==> config.mk <==
export PLATFORM = sky130hd
export DESIGN_NAME = decode_stage
export DESIGN_NICKNAME = d
export VERILOG_FILES = /design/src/rtl/decode_stage.sv
export SDC_FILE = /design/constraint.sdc
export NUM_CORES = 1
export LEC_CHECK = 0
export ABC_AREA = 1
export CAP_MARGIN = 5
export CELL_PAD_IN_SITES_DETAIL_PLACEMENT = 1
export CELL_PAD_IN_SITES_GLOBAL_PLACEMENT = 1
export CORE_AREA = 8 8 93 95
export CTS_BUF_LIST = sky130_fd_sc_hd__clkbuf_8
export CTS_CLUSTER_DIAMETER = 120
export CTS_CLUSTER_SIZE = 30
export DETAILED_ROUTE_END_ITERATION = 8
export DIE_AREA = 0 0 101 103
export PLACE_DENSITY_LB_ADDON = 0.1
export SETUP_SLACK_MARGIN = 0.4
export SYNTH_ARGS = -nofsm -noshare
export SYNTH_HDL_FRONTEND = slang
export SYNTH_SLANG_ARGS = --single-unit
export TNS_END_PERCENT = 50
==> constraint.sdc <==
create_clock -name clk -period 3.2 [get_ports clk]
set_input_delay 0.96 -clock clk [delete_from_list [all_inputs] [get_ports clk]]
set_output_delay 0.96 -clock clk [all_outputs]
set_load 0.01 [all_outputs]
==> src/rtl/decode_stage.sv <==
// Registered decode stage: one instruction per cycle in, one decoded bundle out,
// with load-use bubble insertion, flush and illegal-opcode flagging.
module decode_stage #(
    parameter int DATA_WIDTH = 32,
    parameter bit LOGIC_ZEXT = 1'b1,
    parameter bit HAZARD_EN  = 1'b1
) (
    input  logic                  clk,
    input  logic                  reset,
    input  logic                  flush,
    input  logic                  in_valid,
    output logic                  in_ready,
    input  logic [31:0]           ibus,
    output logic                  out_valid,
    input  logic                  out_ready,
    output logic [2:0]            S,
    output logic                  Cin,
    output logic                  imm,
    output logic                  load,
    output logic                  store,
    output logic                  set,
    output logic                  eq,
    output logic                  eq_type,
    output logic [1:0]            set_type,
    output logic                  illegal,
    output logic [4:0]            rs,
    output logic [4:0]            rt,
    output logic [4:0]            rd,
    output logic [DATA_WIDTH-1:0] imm_ext,
    output logic                  hazard
);

    localparam logic [5:0] OP_R    = 6'b000000;
    localparam logic [5:0] OP_ADDI = 6'b000011;
    localparam logic [5:0] OP_SUBI = 6'b000010;
    localparam logic [5:0] OP_XORI = 6'b000001;
    localparam logic [5:0] OP_ANDI = 6'b001111;
    localparam logic [5:0] OP_ORI  = 6'b001100;
    localparam logic [5:0] OP_LW   = 6'b011110;
    localparam logic [5:0] OP_SW   = 6'b011111;
    localparam logic [5:0] OP_BEQ  = 6'b110000;
    localparam logic [5:0] OP_BNE  = 6'b110001;

    logic [5:0]            w_op;
    logic [5:0]            w_funct;
    logic [15:0]           w_imm16;
    logic [2:0]            w_S;
    logic                  w_Cin, w_imm, w_load, w_store, w_set, w_eq, w_eq_type, w_illegal;
    logic [1:0]            w_set_type;
    logic                  w_logic_op;
    logic [DATA_WIDTH-1:0] w_ext;
    logic                  w_uses_rt;
    logic                  w_src_match;
    logic                  w_take;

    logic                  r_valid;
    logic [2:0]            r_S;
    logic                  r_Cin, r_imm, r_load, r_store, r_set, r_eq, r_eq_type, r_illegal;
    logic [1:0]            r_set_type;
    logic [4:0]            r_rs, r_rt, r_rd;
    logic [DATA_WIDTH-1:0] r_imm_ext;

    assign w_op    = ibus[31:26];
    assign w_funct = ibus[5:0];
    assign w_imm16 = ibus[15:0];

    always_comb begin
        w_S        = 3'b000;
        w_Cin      = 1'b0;
        w_imm      = 1'b0;
        w_load     = 1'b0;
        w_store    = 1'b0;
        w_set      = 1'b0;
        w_eq       = 1'b0;
        w_eq_type  = 1'b0;
        w_set_type = 2'b00;
        w_illegal  = 1'b0;
        case (w_op)
            OP_R: begin
                case (w_funct)
                    6'b000011: w_S = 3'b010;
                    6'b000010: begin w_S = 3'b011; w_Cin = 1'b1; end
                    6'b000001: w_S = 3'b000;
                    6'b000111: w_S = 3'b110;
                    6'b000100: w_S = 3'b100;
                    6'b110110: begin w_S = 3'b011; w_Cin = 1'b1; w_set = 1'b1; end
                    6'b110111: begin
                        w_S = 3'b011; w_Cin = 1'b1; w_set = 1'b1; w_set_type = 2'b10;
                    end
                    default:   w_illegal = 1'b1;
                endcase
            end
            OP_ADDI: begin w_S = 3'b010; w_imm = 1'b1; end
            OP_SUBI: begin w_S = 3'b011; w_Cin = 1'b1; w_imm = 1'b1; end
            OP_XORI: begin w_S = 3'b000; w_imm = 1'b1; end
            OP_ANDI: begin w_S = 3'b110; w_imm = 1'b1; end
            OP_ORI:  begin w_S = 3'b100; w_imm = 1'b1; end
            OP_LW:   begin w_S = 3'b010; w_imm = 1'b1; w_load = 1'b1; end
            OP_SW:   begin w_S = 3'b010; w_imm = 1'b1; w_store = 1'b1; end
            OP_BEQ:  begin w_eq = 1'b1; w_store = 1'b1; end
            OP_BNE:  begin w_eq = 1'b1; w_eq_type = 1'b1; w_store = 1'b1; end
            default: w_illegal = 1'b1;
        endcase
    end

    assign w_logic_op = (w_op == OP_XORI) | (w_op == OP_ANDI) | (w_op == OP_ORI);
    assign w_ext = (LOGIC_ZEXT && w_logic_op) ? DATA_WIDTH'(w_imm16)
                                              : DATA_WIDTH'($signed(w_imm16));

    // Only these formats read ibus.rt as a source; elsewhere rt is a destination.
    assign w_uses_rt   = (w_op == OP_R) | (w_op == OP_SW) | (w_op == OP_BEQ) | (w_op == OP_BNE);
    assign w_src_match = (ibus[25:21] == r_rt) | (w_uses_rt & (ibus[20:16] == r_rt));
    assign hazard      = HAZARD_EN & r_valid & r_load & (r_rt != 5'd0) & in_valid & w_src_match;

    assign in_ready = (~r_valid | out_ready) & ~hazard & ~flush;
    assign w_take   = in_valid & in_ready;

    always_ff @(posedge clk or posedge reset) begin
        if (reset) begin
            r_valid    <= 1'b0;
            r_S        <= 3'b000;
            r_Cin      <= 1'b0;
            r_imm      <= 1'b0;
            r_load     <= 1'b0;
            r_store    <= 1'b0;
            r_set      <= 1'b0;
            r_eq       <= 1'b0;
            r_eq_type  <= 1'b0;
            r_set_type <= 2'b00;
            r_illegal  <= 1'b0;
            r_rs       <= 5'd0;
            r_rt       <= 5'd0;
            r_rd       <= 5'd0;
            r_imm_ext  <= '0;
        end else begin
            // A hazard leaves w_take low, so an out_ready cycle loads a bubble.
            if (flush)
                r_valid <= 1'b0;
            else if (~r_valid | out_ready)
                r_valid <= w_take;
            if (w_take) begin
                r_S        <= w_S;
                r_Cin      <= w_Cin;
                r_imm      <= w_imm;
                r_load     <= w_load;
                r_store    <= w_store;
                r_set      <= w_set;
                r_eq       <= w_eq;
                r_eq_type  <= w_eq_type;
                r_set_type <= w_set_type;
                r_illegal  <= w_illegal;
                r_rs       <= ibus[25:21];
                r_rt       <= ibus[20:16];
                r_rd       <= ibus[15:11];
                r_imm_ext  <= w_ext;
            end
        end
    end

    assign out_valid = r_valid;
    assign S         = r_S;
    assign Cin       = r_Cin;
    assign imm       = r_imm;
    assign load      = r_load;
    assign store     = r_store;
    assign set       = r_set;
    assign eq        = r_eq;
    assign eq_type   = r_eq_type;
    assign set_type  = r_set_type;
    assign illegal   = r_illegal;
    assign rs        = r_rs;
    assign rt        = r_rt;
    assign rd        = r_rd;
    assign imm_ext   = r_imm_ext;

endmodule

# == After elaboration in Yosys (flattened, before gate mapping) ==
# Index checks and enable logic that the tools add are counted.
# totals
input_bits,37
regBits,61
# op_classes
n_mux,18
n_reduce_logical,11
bitwise_logic,18
eq_ne,18
# ops
cell,n
$mux W32,1
$eq A6 B2 Y1 const B,4
$eq A6 B6 Y1 const B,4
$pmux W3 S5,1
$reduce_or A7 Y1,2
$eq A6 B1 Y1 const B,2
$eq A6 B3 Y1 const B,2
$eq A6 B4 Y1 const B,2
$eq A6 B5 Y1 const B,2
$pmux W3 S4,1
$mux W1,11
$eq A5 B5 Y1,2
$reduce_or A3 Y1,3
$reduce_or A9 Y1,1
$and A1 B1 Y1,8
$or A1 B1 Y1,7
$logic_not A6 Y1,1
$reduce_bool A5 Y1,1
$mux W2,2
$pmux W1 S2,2
$reduce_or A2 Y1,2
$not A1 Y1,3
$reduce_bool A2 Y1,1

# == Longest topological paths before layout ==
# depth
word_depth,13
mapped_depth,12
depth_no_buf,11

# == Least setup slack after synthesis ==
# No wires, ideal clock.
# synth_timing
path_kind,input port to output port
start,input port ibus[30]
end,output port in_ready
required_ps,2240
arrival_time_ps,1873
cell_stages,10
setup_slack_ps,367
n_path_buf,1
cell_sequence,nand2_1 inv_1 nand3_1 nand3_1 nand3_1 nand2_1 nand2_2 buf_2 nand2_1 nor2_1
# synth_via
elab_chain_cells,10
word_cells_on_any_way,13
# synth_rtl
element,line_no,text
"start, declared",13,"input logic [31:0] ibus,"
$eq A6 B5 Y1 or $logic_not A6 Y1 (tied branches),111,assign w_uses_rt = (w_op == OP_R) | (w_op == OP_SW) | (w_op == OP_BEQ) | (w_op == OP_BNE);
$or A1 B1 Y1 (2 in series),111,
$or A1 B1 Y1 (*),111,
$and A1 B1 Y1 (*),112,assign w_src_match = (ibus[25:21] == r_rt) | (w_uses_rt & (ibus[20:16] == r_rt));
$or A1 B1 Y1 (*),112,
$and A1 B1 Y1 (*),113,assign hazard = HAZARD_EN & r_valid & r_load & (r_rt != 5'd0) & in_valid & w_src_match;
$not A1 Y1 (*),115,assign in_ready = (~r_valid | out_ready) & ~hazard & ~flush;
$and A1 B1 Y1 (*) (2 in series),115,
"end, declared",12,"output logic in_ready,"
# Every way passes the cells marked *; elsewhere a longest branch is shown, timed or not.

# == Worst setup path after layout ==
# layout_timing
start,input port ibus[26]
end,register r_store (netlist: store)
# layout_via
elab_chain_cells,11
word_cells_on_any_way,16
# layout_rtl
element,line_no,text
$eq A6 B5 Y1 or $logic_not A6 Y1 (tied branches),"78, 111",
$or A1 B1 Y1 (3 in series),111,
$and A1 B1 Y1,112,
$or A1 B1 Y1,112,
$and A1 B1 Y1,113,
$not A1 Y1,115,
$and A1 B1 Y1 (2 in series),115,
$and A1 B1 Y1,116,assign w_take = in_valid & in_ready;
"end signal, assigned",146,r_store <= w_store;
"end, declared",58,"logic r_Cin, r_imm, r_load, r_store, r_set, r_eq, r_eq_type, r_illegal;"
# Parallel ways exist; a longest one is shown, timed or not.
# A chain may end at the register's enable or synchronous reset.

==> results.py <==
metrics = {
    "outcome": {
        "status": "complete, no violations",
    },
    "die": {
        "initial_core_util_pct": 32.21,
        "chipWidth_um": 101,
        "dieArea_sq_mm": 0.01040,
        "num_rows": 31,
        "ios": 100,
        "die_h_um": 103,
        "fp.coreArea_sq_mm": 0.007137,
    },
    "cts": {
        "cts_inserted_buffers": 5,
        "cts_sinks": 40,
        "cts_htree_levels": 2,
        "cts_tree": "built",
        "clock_path_buffers": 2,
        "insertion_delay_ns": 0.29,
        "clkSlewWorstSetupHoldPaths_ns": 0.08,
        "clock-root-buffer": "clkbuf_8",
        "cts_hold_buf": 0,
    },
    "critical_path": {
        "rr_worst_depth": 13,
        "reg2reg_to": "imm_ext[8]",
        "cp.arrival_ns": 3.08,
        "crit_type": "in -> reg",
        "path_cells": "buf_8, nand2_4, nor2_4, nand2_2, buf_6, buf_4, buf_6, buf_6, buf_4, buf_6, buf_6, buf_4, buf_4, buf_4, buf_4, buf_4, buf_6, nand2_2, nand4_1, nand2_1",
        "ff2ff_setup_slack_ns": 1.14,
        "path_buf_inv": 14,
        "crit_path_start_kind": "input port",
        "r2r-start": "rt[0]",
        "crit_path_frequent_cell": "buf_4",
        "slowest_delay_ns": 0.13,
        "critical_path.slowest_cell": "nor2_4",
        "crit_required_ns": 3.43,
        "critical-path-top-delay-family": "buffers and inverters",
        "cp_max_fo": 3,
        "worst_setup_path_end_kind": "flip-flop",
    },
    "synthesis": {
        "synth.area.mux_share_pct": 0,
        "yosys.area_share.simple_pct": 38.00,
        "synth_top_area_share_pct": 43.55,
        "synth_top_cells_by_area": "dfrtp_1, nand2_1, nand4_1",
        "ys_seq_area_share_pct": 43.55,
        "syn_avg_cell_area_sq_um": 7.739,
        "synth-xor-area-share_pct": 3.048,
        "netlist_instances": 297,
        "ys_seq_elements": 40,
        "synth_fp_nets": 334,
        "ys_types": 27,
        "synth_top_family_by_area": "simple AND/OR/NAND/NOR gates",
        "synthAdderAreaFrac_pct": 0,
        "yosysTopAreaCell": "dfrtp_1",
        "synthesis.area_sq_mm": 0.002298,
        "synth-compound-area-share_pct": 0.9799,
        "ys_warn_count": 0,
    },
    "global_route": {
        "antenna_found_initial": 0,
        "overflow": 0,
        "grt_max_degree": 40,
        "grt_pass1_wl_mm": 13.25,
        "track_usage_pct": 16.35,
        "grt_pass1_vias": 2594,
    },
    "drt": {
        "drtIter0Drc": 106,
        "vias": 2386,
        "wl_mm": 8.466,
        "antenna_left": 0,
        "drcViolationCount": 0,
        "wl_per_cell_um": 16.83,
        "drtPass1Iterations": 4,
        "avgViaCountPerCell": 4.744,
    },
    "sta": {
        "slew_viol_final": 0,
        "worst_slack_ns": 0.3537,
        "fin_crit_sh_pct": 88.95,
        "rsz0062_at_grt": "true",
        "max_freq_mhz": 351.3,
        "finalHoldViolations": 0,
        "fin_crit_ns": 2.846,
        "fin_hold_ws_ns": 0.4687,
        "skew_ns": 0.005240,
        "finalSetupViolations": 0,
    },
    "finish": {
        "drive_gt1_share_pct": 22.28,
        "seq_area_sq_mm": 0.001001,
        "fin_cells": 503,
        "area_growth_pct": 59.88,
        "antennaDiodeCount": 0,
        "multi_input_comb_area_sq_mm": 0.001084,
        "fillers": 881,
        "nets": 440,
    },
    "placement": {
        "post-place-ws_ns": -0.5635,
        "gp_congestion": 0.7527,
        "dpl.cell_count": 476,
        "place_hpwl_mm": 5.788,
        "numPortBuffers": 98,
    },
    "min_path": {
        "hold_depth": 2,
        "min_path_type": "reg -> reg",
        "min_to": "rs[0]",
        "min_from": "rs[0]",
    },
    "power": {
        "power.leakage_nw": 1.845,
        "ir_worst_vdd_v": 0.0001816,
        "power_mw": 1.466,
        "power_density_mw_per_mm2": 398.9,
    },
    "job": {
        "max-cap-violations": 0,
    },
}
==> tightest hold or removal path, cell delays in order (launching register included) <==
cell and delay, ns:
dfrtp_1 0.34, nand2_1 0.05, nand2_1 0.04
==> sequential cells by signal, summed over array words and instances, names as in the netlist <==
signal,count
imm_ext,13
rs,5
rt,5
rd,4
S,3
Cin,1
eq,1
eq_type,1
illegal,1
imm,1
load,1
out_valid,1
set,1
set_type,1
store,1
==> final cells by class <==
class / instances / share of cell area [%]
inverters: 19 / 1.941
flip-flops and latches: 40 / 27.24
clock inverters: 2 / 0.2043
clock buffers: 6 / 2.247
repair buffers: 136 / 35.51
multi-input cells: 201 / 29.49
well taps: 99 / 3.371
==> worst max-delay path by stage <==
stage | depth (start not counted) | slack, ns | start | endpoint
global route | 10 | 0.32 | ibus[29] | in_ready
floorplan | 9 | 0.42 | ibus[27] | in_ready
global placement | 10 | -0.46 | ibus[30] | hazard
CTS | 10 | 0.33 | ibus[16] | in_ready
finish | 20 | 0.35 | ibus[26] | store
detailed placement | 11 | -0.56 | ibus[27] | in_ready
==> where the power goes <==
group / total [mW] / internal (mW) / switching, mW / leakage [nW]
registers: 0.617 / 0.563 / 0.0537 / 0.512
clock network: 0.345 / 0.170 / 0.176 / 0.0538
logic: 0.504 / 0.278 / 0.225 / 1.28
==> Yosys cell counts (all sizes together) <==
cell type and number:
dfrtp 40, o21ai 2, conb 1, buf 32, nor2 18, a21oi 1
xor2 4, nand3b 1, nor4 1, nand4 43, inv 19, clkbuf 5
nand2 109, nor3b 1, o21bai 1, nand3 12, or2 1, xnor2 4
nor3 2
==> routing by layer <==
metal | global-route usage [%] | share of wire, %
met1 | 19.75 | 43
met5 | 0 | 0
met3 | 3.511 | 4.9
met2 | 28.63 | 50
met4 | 4.582 | 1.8
==> cell families after synthesis <==
group	Yosys count
buffers and inverters	56
xor gates and xnor gates	8
AOI/OAI and AO/OA	4
and+or+nand+nor	188
other	1
DFF	40
==> metrics by stage <==
| step | area [sq um] | setup TNS (ns) | util [%] |
|---|---|---|---|
| after floorplan | 2311 | 0 | - |
| after global placement | 3338 | -0.9187 | 46.77 |
| after detailed placement | 3338 | -1.115 | 46.77 |
| after CTS | 3591 | 0 | 50.32 |
| after global routing | 3675 | 0 | 51.49 |
| final | 3675 | 0 | 51.49 |
==> timing repair <==
action	4_1_cts	5_1_grt
endpoints found under the setup margin	2	3
gates resized for setup	109	16
pin swaps	23	12
endpoints found under the hold margin	0	0
buffers inserted	17	2
==> cell usage in the layout, fill, tap and decap left out, types with 4 or more instances in the layout <==
cell type          n
nor2_4             5
nand2_2            5
dfrtp_1           40
nor2_1            11
clkbuf_8           6
buf_4             30
nand3_1            7
nand2_1          101
clkdlybuf4s50_1   79
buf_6             12
nand4_1           43
inv_2              4
buf_2              8
inv_1             17
No activity file was read; power rests on OpenSTA's default activity.
